### src/rtl/nrisc_pkg.sv
// Shared constants for the nRISC multicycle core:
// opcodes, FSM state encoding, PC source and ULA operation codes.
package nrisc_pkg;

    localparam logic [3:0] OP_ADD  = 4'b0000;
    localparam logic [3:0] OP_SUB  = 4'b0001;
    localparam logic [3:0] OP_ADDI = 4'b0010;
    localparam logic [3:0] OP_LW   = 4'b0011;
    localparam logic [3:0] OP_SW   = 4'b0100;
    localparam logic [3:0] OP_BEQ  = 4'b0101;
    localparam logic [3:0] OP_J    = 4'b0110;
    localparam logic [3:0] OP_HALT = 4'b1111;

    typedef enum logic [2:0] {
        S_IDLE   = 3'd0,
        S_FETCH  = 3'd1,
        S_DECODE = 3'd2,
        S_EXEC   = 3'd3,
        S_MEM    = 3'd4,
        S_WB     = 3'd5,
        S_HALT   = 3'd6,
        S_ERROR  = 3'd7
    } state_t;

    localparam logic [1:0] PC_INC = 2'd0;
    localparam logic [1:0] PC_BR  = 2'd1;
    localparam logic [1:0] PC_JMP = 2'd2;

    localparam logic ULA_ADD = 1'b0;
    localparam logic ULA_SUB = 1'b1;

    function automatic logic op_valid(input logic [3:0] op);
        return (op <= OP_J) || (op == OP_HALT);
    endfunction

endpackage

### src/rtl/contador_espera.sv
// Memory wait counter: counts stalled cycles and flags the one
// cycle whose stall would exhaust the TIMEOUT budget.
module contador_espera #(
    parameter int TIMEOUT = 15
) (
    input  logic clk,
    input  logic rst_n,
    input  logic clear,
    input  logic enable,
    output logic expired
);

    localparam int W = $clog2(TIMEOUT + 1);
    localparam logic [W-1:0] LAST = W'(TIMEOUT - 1);

    logic [W-1:0] cnt;

    always_ff @(posedge clk or negedge rst_n) begin
        if (!rst_n) begin
            cnt <= '0;
        end else if (clear) begin
            cnt <= '0;
        end else if (enable) begin
            cnt <= cnt + 1'b1;
        end
    end

    // The TIMEOUT-th stalled cycle is the one that trips the error.
    assign expired = enable && (cnt == LAST);

endmodule

### src/rtl/controle_multiciclo.sv
// Multicycle control unit for the nRISC core: fetch/decode/exec/
// mem/writeback sequencing with memory wait timeout.
import nrisc_pkg::*;

module controle_multiciclo #(
    parameter int TIMEOUT = 15
) (
    input  logic       clk,
    input  logic       rst_n,
    input  logic       start,
    input  logic [3:0] opcode,
    input  logic       zero,
    input  logic       mem_ready,
    output logic       op_ula,
    output logic       ula_src,
    output logic       reg_write,
    output logic       ir_write,
    output logic       pc_write,
    output logic       mem_read,
    output logic       mem_write,
    output logic       mem_to_reg,
    output logic [1:0] pc_src,
    output logic       halted,
    output logic       illegal,
    output logic [2:0] state
);

    state_t     st;
    state_t     nxt;
    logic [3:0] op_q;
    logic       clear;
    logic       enable;
    logic       expired;

    assign state  = st;
    assign enable = (st == S_FETCH || st == S_MEM) && !mem_ready;
    assign clear  = (nxt != st) && (nxt == S_FETCH || nxt == S_MEM);

    contador_espera #(
        .TIMEOUT(TIMEOUT)
    ) u_espera (
        .clk    (clk),
        .rst_n  (rst_n),
        .clear  (clear),
        .enable (enable),
        .expired(expired)
    );

    always_ff @(posedge clk or negedge rst_n) begin
        if (!rst_n) begin
            st   <= S_IDLE;
            op_q <= '0;
        end else begin
            st <= nxt;
            if (st == S_DECODE) begin
                op_q <= opcode;
            end
        end
    end

    // Outputs are decoded from state plus inputs so that memory and
    // branch handshakes take effect in the same cycle.
    always_comb begin
        nxt        = st;
        op_ula     = ULA_ADD;
        ula_src    = 1'b0;
        reg_write  = 1'b0;
        ir_write   = 1'b0;
        pc_write   = 1'b0;
        mem_read   = 1'b0;
        mem_write  = 1'b0;
        mem_to_reg = 1'b0;
        pc_src     = PC_INC;
        halted     = 1'b0;
        illegal    = 1'b0;
        unique case (st)
            S_IDLE: begin
                if (start) nxt = S_FETCH;
            end
            S_FETCH: begin
                mem_read = 1'b1;
                if (mem_ready) begin
                    ir_write = 1'b1;
                    pc_write = 1'b1;
                    pc_src   = PC_INC;
                    nxt      = S_DECODE;
                end else if (expired) begin
                    nxt = S_ERROR;
                end
            end
            S_DECODE: begin
                unique case (1'b1)
                    opcode == OP_HALT: nxt = S_HALT;
                    opcode == OP_J: begin
                        pc_write = 1'b1;
                        pc_src   = PC_JMP;
                        nxt      = S_FETCH;
                    end
                    !op_valid(opcode): nxt = S_ERROR;
                    default: nxt = S_EXEC;
                endcase
            end
            S_EXEC: begin
                case (op_q)
                    OP_ADD: nxt = S_WB;
                    OP_SUB: begin
                        op_ula = ULA_SUB;
                        nxt    = S_WB;
                    end
                    OP_ADDI: begin
                        ula_src = 1'b1;
                        nxt     = S_WB;
                    end
                    OP_LW, OP_SW: begin
                        ula_src = 1'b1;
                        nxt     = S_MEM;
                    end
                    OP_BEQ: begin
                        op_ula = ULA_SUB;
                        if (zero) begin
                            pc_write = 1'b1;
                            pc_src   = PC_BR;
                        end
                        nxt = S_FETCH;
                    end
                    default: nxt = S_ERROR;
                endcase
            end
            S_MEM: begin
                mem_read  = (op_q == OP_LW);
                mem_write = (op_q == OP_SW);
                if (mem_ready) begin
                    nxt = (op_q == OP_LW) ? S_WB : S_FETCH;
                end else if (expired) begin
                    nxt = S_ERROR;
                end
            end
            S_WB: begin
                reg_write  = 1'b1;
                mem_to_reg = (op_q == OP_LW);
                nxt        = S_FETCH;
            end
            S_HALT:  halted  = 1'b1;
            S_ERROR: illegal = 1'b1;
            default: nxt = S_ERROR;
        endcase
    end

endmodule

### config.mk
export PLATFORM = sky130hd
export DESIGN_NAME = controle_multiciclo
export DESIGN_NICKNAME = d
export VERILOG_FILES = /design/src/rtl/nrisc_pkg.sv /design/src/rtl/contador_espera.sv /design/src/rtl/controle_multiciclo.sv
export SDC_FILE = /design/constraint.sdc
export NUM_CORES = 1
export LEC_CHECK = 0
export ABC_AREA = 1
export CORE_MARGIN = 4
export CORE_UTILIZATION = 51
export DETAILED_ROUTE_END_ITERATION = 16
export HOLD_SLACK_MARGIN = 0.08
export PLACE_DENSITY = 0.87
export SYNTH_ARGS = -nofsm -noshare
export SYNTH_HDL_FRONTEND = slang
export SYNTH_HIERARCHICAL = 1
export SYNTH_SLANG_ARGS = --single-unit
### constraint.sdc
create_clock -name clk -period 3.85 [get_ports clk]
set_clock_uncertainty 0.1 [all_clocks]
set_input_delay 0.385 -clock clk [delete_from_list [all_inputs] [get_ports clk]]
set_output_delay 0.385 -clock clk [all_outputs]
set_load 0.01 [all_outputs]
Word level (Yosys, flattened, before mapping)
Index checks and enable logic that the tools add are counted.

word-level totals
  flip-flop bits (word level) = 11
  latch bits = 0
  RAM bits = 0
  ROM bits = 0
  word-level logic and storage cells = 68
  memories kept = 0

cells by class
  add/subtract/negate cells = 1
  $mul = 0
  divide/modulo/power cells = 0
  $lt $le $gt $ge = 1
  equality and inequality tests = 18
  shifts and indexed selects = 0
  multiplexer cells = 30
  bitwise gates (word level) = 0
  reduce and logical (&&, ||, !) cells = 15

operators with widths
  cell                                                                   count
  3-bit case mux with 3 select lines                                     2
  3-bit case mux with 6 select lines                                     1
  1-bit 2-to-1 mux                                                       16
  3-bit == test, second input constant                                   5
  3-bit 2-to-1 mux                                                       5
  4-bit by 3-bit == test with 1-bit output, second input constant        3
  4-bit by 2-bit == test with 1-bit output, second input constant        2
  4-bit == test, second input constant                                   2
  4-bit 2-to-1 mux                                                       2
  3-bit by 1-bit == test with 1-bit output, second input constant        2
  3-bit by 2-bit == test with 1-bit output, second input constant        2
  3-bit OR reduction                                                     2
  4-bit by 1-bit adder with 4-bit output, second input constant          1
  4-bit by 1-bit == test with 1-bit output, second input constant        1
  4-bit by 3-bit <= comparator with 1-bit output, second input constant  1
  4-bit zero test                                                        1
  2-bit case mux with 2 select lines                                     1
  2-bit OR reduction                                                     2
  1-bit logical AND                                                      3
  3-bit zero test                                                        1
  1-bit logical OR                                                       3
  3-bit inequality test                                                  1
  1-bit case mux with 3 select lines                                     1
  1-bit zero test                                                        2
  other kinds (3)                                                        3

Longest topological paths before layout
  depth in word-level cells = 11
  gate-level depth with buffers = 23

Hierarchy
Netlist, hierarchy kept.

by module, submodules not included
  module               times used  cells each  area each (um^2)  seq. area each (um^2)
  controle_multiciclo  1           120         693.2             175.2
  contador_espera      1           27          221.5             100.1

Worst setup path before layout
No wires, ideal clock.

  path kind = reg-to-reg
  from = register st[1], in the netlist state[1]
  to = register u_espera.cnt[3]
  library setup time = 0.119 ns
  arrival = 2.147 ns
  required time = 3.631 ns
  path slack = 1.484 ns
  stages on the path, launching flop included = 22
  path buffers = 1
  period minus slack after synthesis = 2.366 ns
  cell sequence = dfrtp_1 buf_6 nor2_2 nand2_2 nand2_2 nand2_1 inv_1 nand2_1 nor2_1 nor2_1 nand2_1 nand2_1 nand2_1 nor2_2 a21oi_2 nand2_1 nand2_1 nor2_2 nor2_2 nor2_4 a21oi_1 nor2_1

on the way
  cells in the longest elaborated chain, start to end = 11
  elaborated cells between the ends (all ways) = 21
  those cells by class = 8 x eq/ne; 6 x mux; 7 x reduce/logical

ends and longest elaborated chain
  item                                                                       line                                                   RTL
  start: declaration                                                         controle_multiciclo.sv:28                              state_t st;
  start signal: assignment                                                   controle_multiciclo.sv:54                              st <= nxt;
  3-bit by 1-bit == test with 1-bit output or 3-bit == test (tied branches)  controle_multiciclo.sv:36                              assign enable = (st == S_FETCH || st == S_MEM) && !mem_ready;
  1-bit logical OR *                                                         controle_multiciclo.sv:36
  1-bit logical AND *                                                        controle_multiciclo.sv:36
  named net enable                                                           controle_multiciclo.sv:32                              logic enable;
  1-bit logical AND *                                                        contador_espera.sv:29                                  assign expired = enable && (cnt == LAST);
  named net expired                                                          controle_multiciclo.sv:33                              logic expired;
  3-bit 2-to-1 mux *                                                         controle_multiciclo.sv:87, controle_multiciclo.sv:134
  3-bit 2-to-1 mux (on tied branches)                                        controle_multiciclo.sv:132, controle_multiciclo.sv:82
  3-bit case mux with 6 select lines *                                       controle_multiciclo.sv:76                              unique case (st)
  named net nxt[0]                                                           controle_multiciclo.sv:29                              state_t nxt;
  3-bit by 1-bit == test with 1-bit output or 3-bit == test (tied branches)  controle_multiciclo.sv:37                              assign clear = (nxt != st) && (nxt == S_FETCH || nxt == S_MEM);
  1-bit logical OR                                                           controle_multiciclo.sv:37
  1-bit logical AND *                                                        controle_multiciclo.sv:37
  named net clear                                                            controle_multiciclo.sv:31                              logic clear;
  4-bit 2-to-1 mux or 2-bit nonzero test (tied branches)                     n/a
  end signal: assignment                                                     contador_espera.sv:24                                  cnt <= cnt + 1'b1;
  end: declaration                                                           contador_espera.sv:16                                  logic [W-1:0] cnt;

Mark *: on every way through the listed nets, which the timed path passes. The rest lies on a longest branch.
A chain may end at the register's enable or synchronous reset.

Worst setup path in the final report
Same ends and word-level chain as after synthesis.

==> results.tsv <==
stage	metric	value	unit
place	Port Buffers	23	
drt	drt via density	5.182	
drt	number of DRC markers in iteration 0	20	
logic_synthesis	Synth area leader	dfrtp_1	
logic_synthesis	register area share after synthesis	0.3010	
die	Die Ht	50.35	um
logic_synthesis	Avg Inst Size Synth	6.222	um^2
die	initial core utilization	0.5355	
cells_and_area	area grow syn2layout	30.37	%
place	GPL Wtd Cong	0.9259	
clocking	root buf cell	clkbuf_4	
cells_and_area	nets@finish	185	
clocking	hold_buf cts	0	
worst_setup_path	crit start category	flop	
power	leakage power	0.0005857	uW
drt	via count	1026	
clocking	CTS tree	done	
worst_setup_path	CP required	3910	ps
sta	normalized max-slew margin	0.6693	
global_route	vias in the first global route	986	
logic_synthesis	dominant cells by area after synthesis	dfrtp_1 (30%), nand2_1 (17%), nor2_1 (11%)	
global_route	largest net degree at the start of global routing	13	
logic_synthesis	Post-Syn Instances	147	
cells_and_area	share of cells above drive strength 1	0.1214	
sta	Final period util	0.6895	
power	VDD IR max	0.0002132	V
drt	1st-pass router iterations	4	
logic_synthesis	post-synth top area share	0.3010	
min_path	HP Class	in -> async	
logic_synthesis	most common library cells after synthesis	nand2_1 (41), nor2_1 (26), inv_1 (18), nand3_1 (12), dfrtp_1 (11)	
sta	# setup viols final	0	
sta	Max Slew Vio Count	0	
power	Power Density	173.7	nW/um^2
cells_and_area	Non-Filler Instances	198	
clocking	clock latency on the worst-skew pair	270	ps
sta	Fin. Hold Viols	0	
drt	# DRC	0	
place	HPWL after detailed placement	1907	um
clocking	clock-pin transition on the worst setup and hold timing paths	70	ps
clocking	CTS-repair resized insts	0	
clocking	Inserted Clock Buffers	3	
run_status	status	finished, final reports clean	
cells_and_area	antenna cells	0	
global_route	initial antenna violation count	0	
place	dpl cells	194	
die	die area	2535	um^2
job	max_cap viols	0	
sta	RSZ-0062 raised after global routing	false	
cells_and_area	Filler cells	152	
logic_synthesis	Syn Nets	158	
clocking	CTS Buffer Depth	2	
cells_and_area	Reg area	275.3	um^2
worst_setup_path	crit path kind	reg -> reg	
logic_synthesis	Post-synth ARST share	1.000	
global_route	global route total overflow	0	
logic_synthesis	Ys Warns	6	
logic_synthesis	Synth Flop Type	dfrtp_1	
worst_setup_path	Crit Path Max Fanout	12	
clocking	Clock Sinks	11	
worst_setup_path	critical path arrival	2710	ps
die	Row Count	15	
die	Top Ports	24	
drt	Wirelength per Cell	11.63	um
sta	f_max	376.7	MHz
die	die width	50.35	um
worst_setup_path	Worst setup EP type	flop	
global_route	first-pass GRT wire length	3981	um
logic_synthesis	Seq cells post-synth	11	
sta	Tmin final	2654	ps
sta	Worst-Margin Slew	494.4	ps
logic_synthesis	synth unique cells	22	
clocking	H-tree levels	1	
sta	final setup TNS	0	ps
global_route	Total GRT Usage	0.2002	
logic_synthesis	Post-Syn Area	914.6	um^2
die	Core Box Area	1708	um^2
drt	Routed WL	2302	um
cells_and_area	area of the multi-input gates	543.0	um^2
drt	Final ANT Viol Nets	0	
logic_synthesis	EDFF count, synth	0	
clocking	Post-CTS Setup Bufs	0	
logic_synthesis	count leader, synth	nand2_1	
==> layer usage <==
metal  track usage  routed length, um  vias up
li1              -                  -      514
met1        0.2200                962      472
met2        0.3674               1176       36
met3       0.03264                127        4
met4       0.09865                 35        0
met5             0                  0        -
==> sequential cells by signal (all words and copies together), names as in the netlist <==
name	flops
op_q	4
state	3
u_espera/cnt	4
==> where the power goes <==
part           leakage (uW)  internal, uW  switching [uW]  total [uW]
Combinational      0.000456          7.92            7.15        15.1
Clock             0.0000177          38.5            38.1        76.6
Sequential         0.000112           115               0         115
==> critical path, stage by stage (launching register included) <==
cell	delay, ps
dfrtp_1	560
nor2_2	190
nand2_2	120
nand2_2	120
nand2_1	70
inv_1	140
nand2_1	70
nor2_1	170
nor2_1	60
nand2_1	60
nand2_1	50
nand2_1	60
nor2_2	50
a21oi_2	150
nand2_1	70
nand2_1	70
nor2_2	50
nor2_2	160
nor2_4	50
a21oi_1	110
nor2_1	60
==> cell families after synthesis <==
group / count (synthesis) / share of synthesized area
and+or+nand+nor: 96 / 0.4747
buffers and inverters: 23 / 0.1053
AOI/OAI and AO/OA: 15 / 0.09165
DFF: 11 / 0.3010
adders and majority gates: 2 / 0.02736
==> layout by cell type (no fill, tap or decap), types with 2 or more instances in the layout <==
| cell | Yosys | final |
|---|---|---|
| nand2_1 | 41 | 41 |
| nor2_1 | 26 | 26 |
| clkdlybuf4s50_1 | 0 | 23 |
| inv_1 | 18 | 18 |
| nand3_1 | 12 | 12 |
| dfrtp_1 | 11 | 11 |
| o21ai_0 | 6 | 6 |
| nor2_2 | 5 | 5 |
| a21oi_1 | 5 | 5 |
| inv_2 | 3 | 3 |
| nand2_2 | 3 | 3 |
| clkbuf_4 | 0 | 3 |
| nand3_2 | 2 | 2 |
| nor3_1 | 2 | 2 |
| nand4_1 | 2 | 2 |
| o21ai_1 | 2 | 2 |
| ha_1 | 2 | 2 |
==> path summary, 6_finish.rpt <==
check	startpoint	end	slack (ps)	cells past startpoint
max in group asynchronous	rst_n	state[0]	2970	1
max	state[1]	u_espera/cnt[3]	1200	20
max reg2reg	state[1]	u_espera/cnt[3]	1200	20
min	rst_n	op_q[2]	340	1
min in group clk	u_espera/cnt[3]	u_espera/cnt[3]	450	2
min reg2reg	u_espera/cnt[3]	u_espera/cnt[3]	450	2
==> cell type report <==
cell class              count  area share
inverters                  22     0.07135
multi-input cells         113      0.4554
well taps                  25     0.02623
clock inverters             1    0.004197
flip-flops and latches     11      0.2309
repair buffers             23      0.1931
clock buffers               3     0.01889
==> metrics by stage <==
stage               worst slack [ps]  cell area (um^2)  total power (uW)  hold slack (ps)  utilization
floorplan                       1484             914.6             120.3           -10.59            -
global placement                1209              1165             132.3            424.9       0.6821
detailed placement              1113              1165             132.8            448.1       0.6821
CTS                             1213              1192             209.8            357.3       0.6982
global route                   915.9              1192             218.7            380.6       0.6982
finish                          1196              1192             207.1            343.6       0.6982
Note: power is estimated with default switching activity, not from simulation.
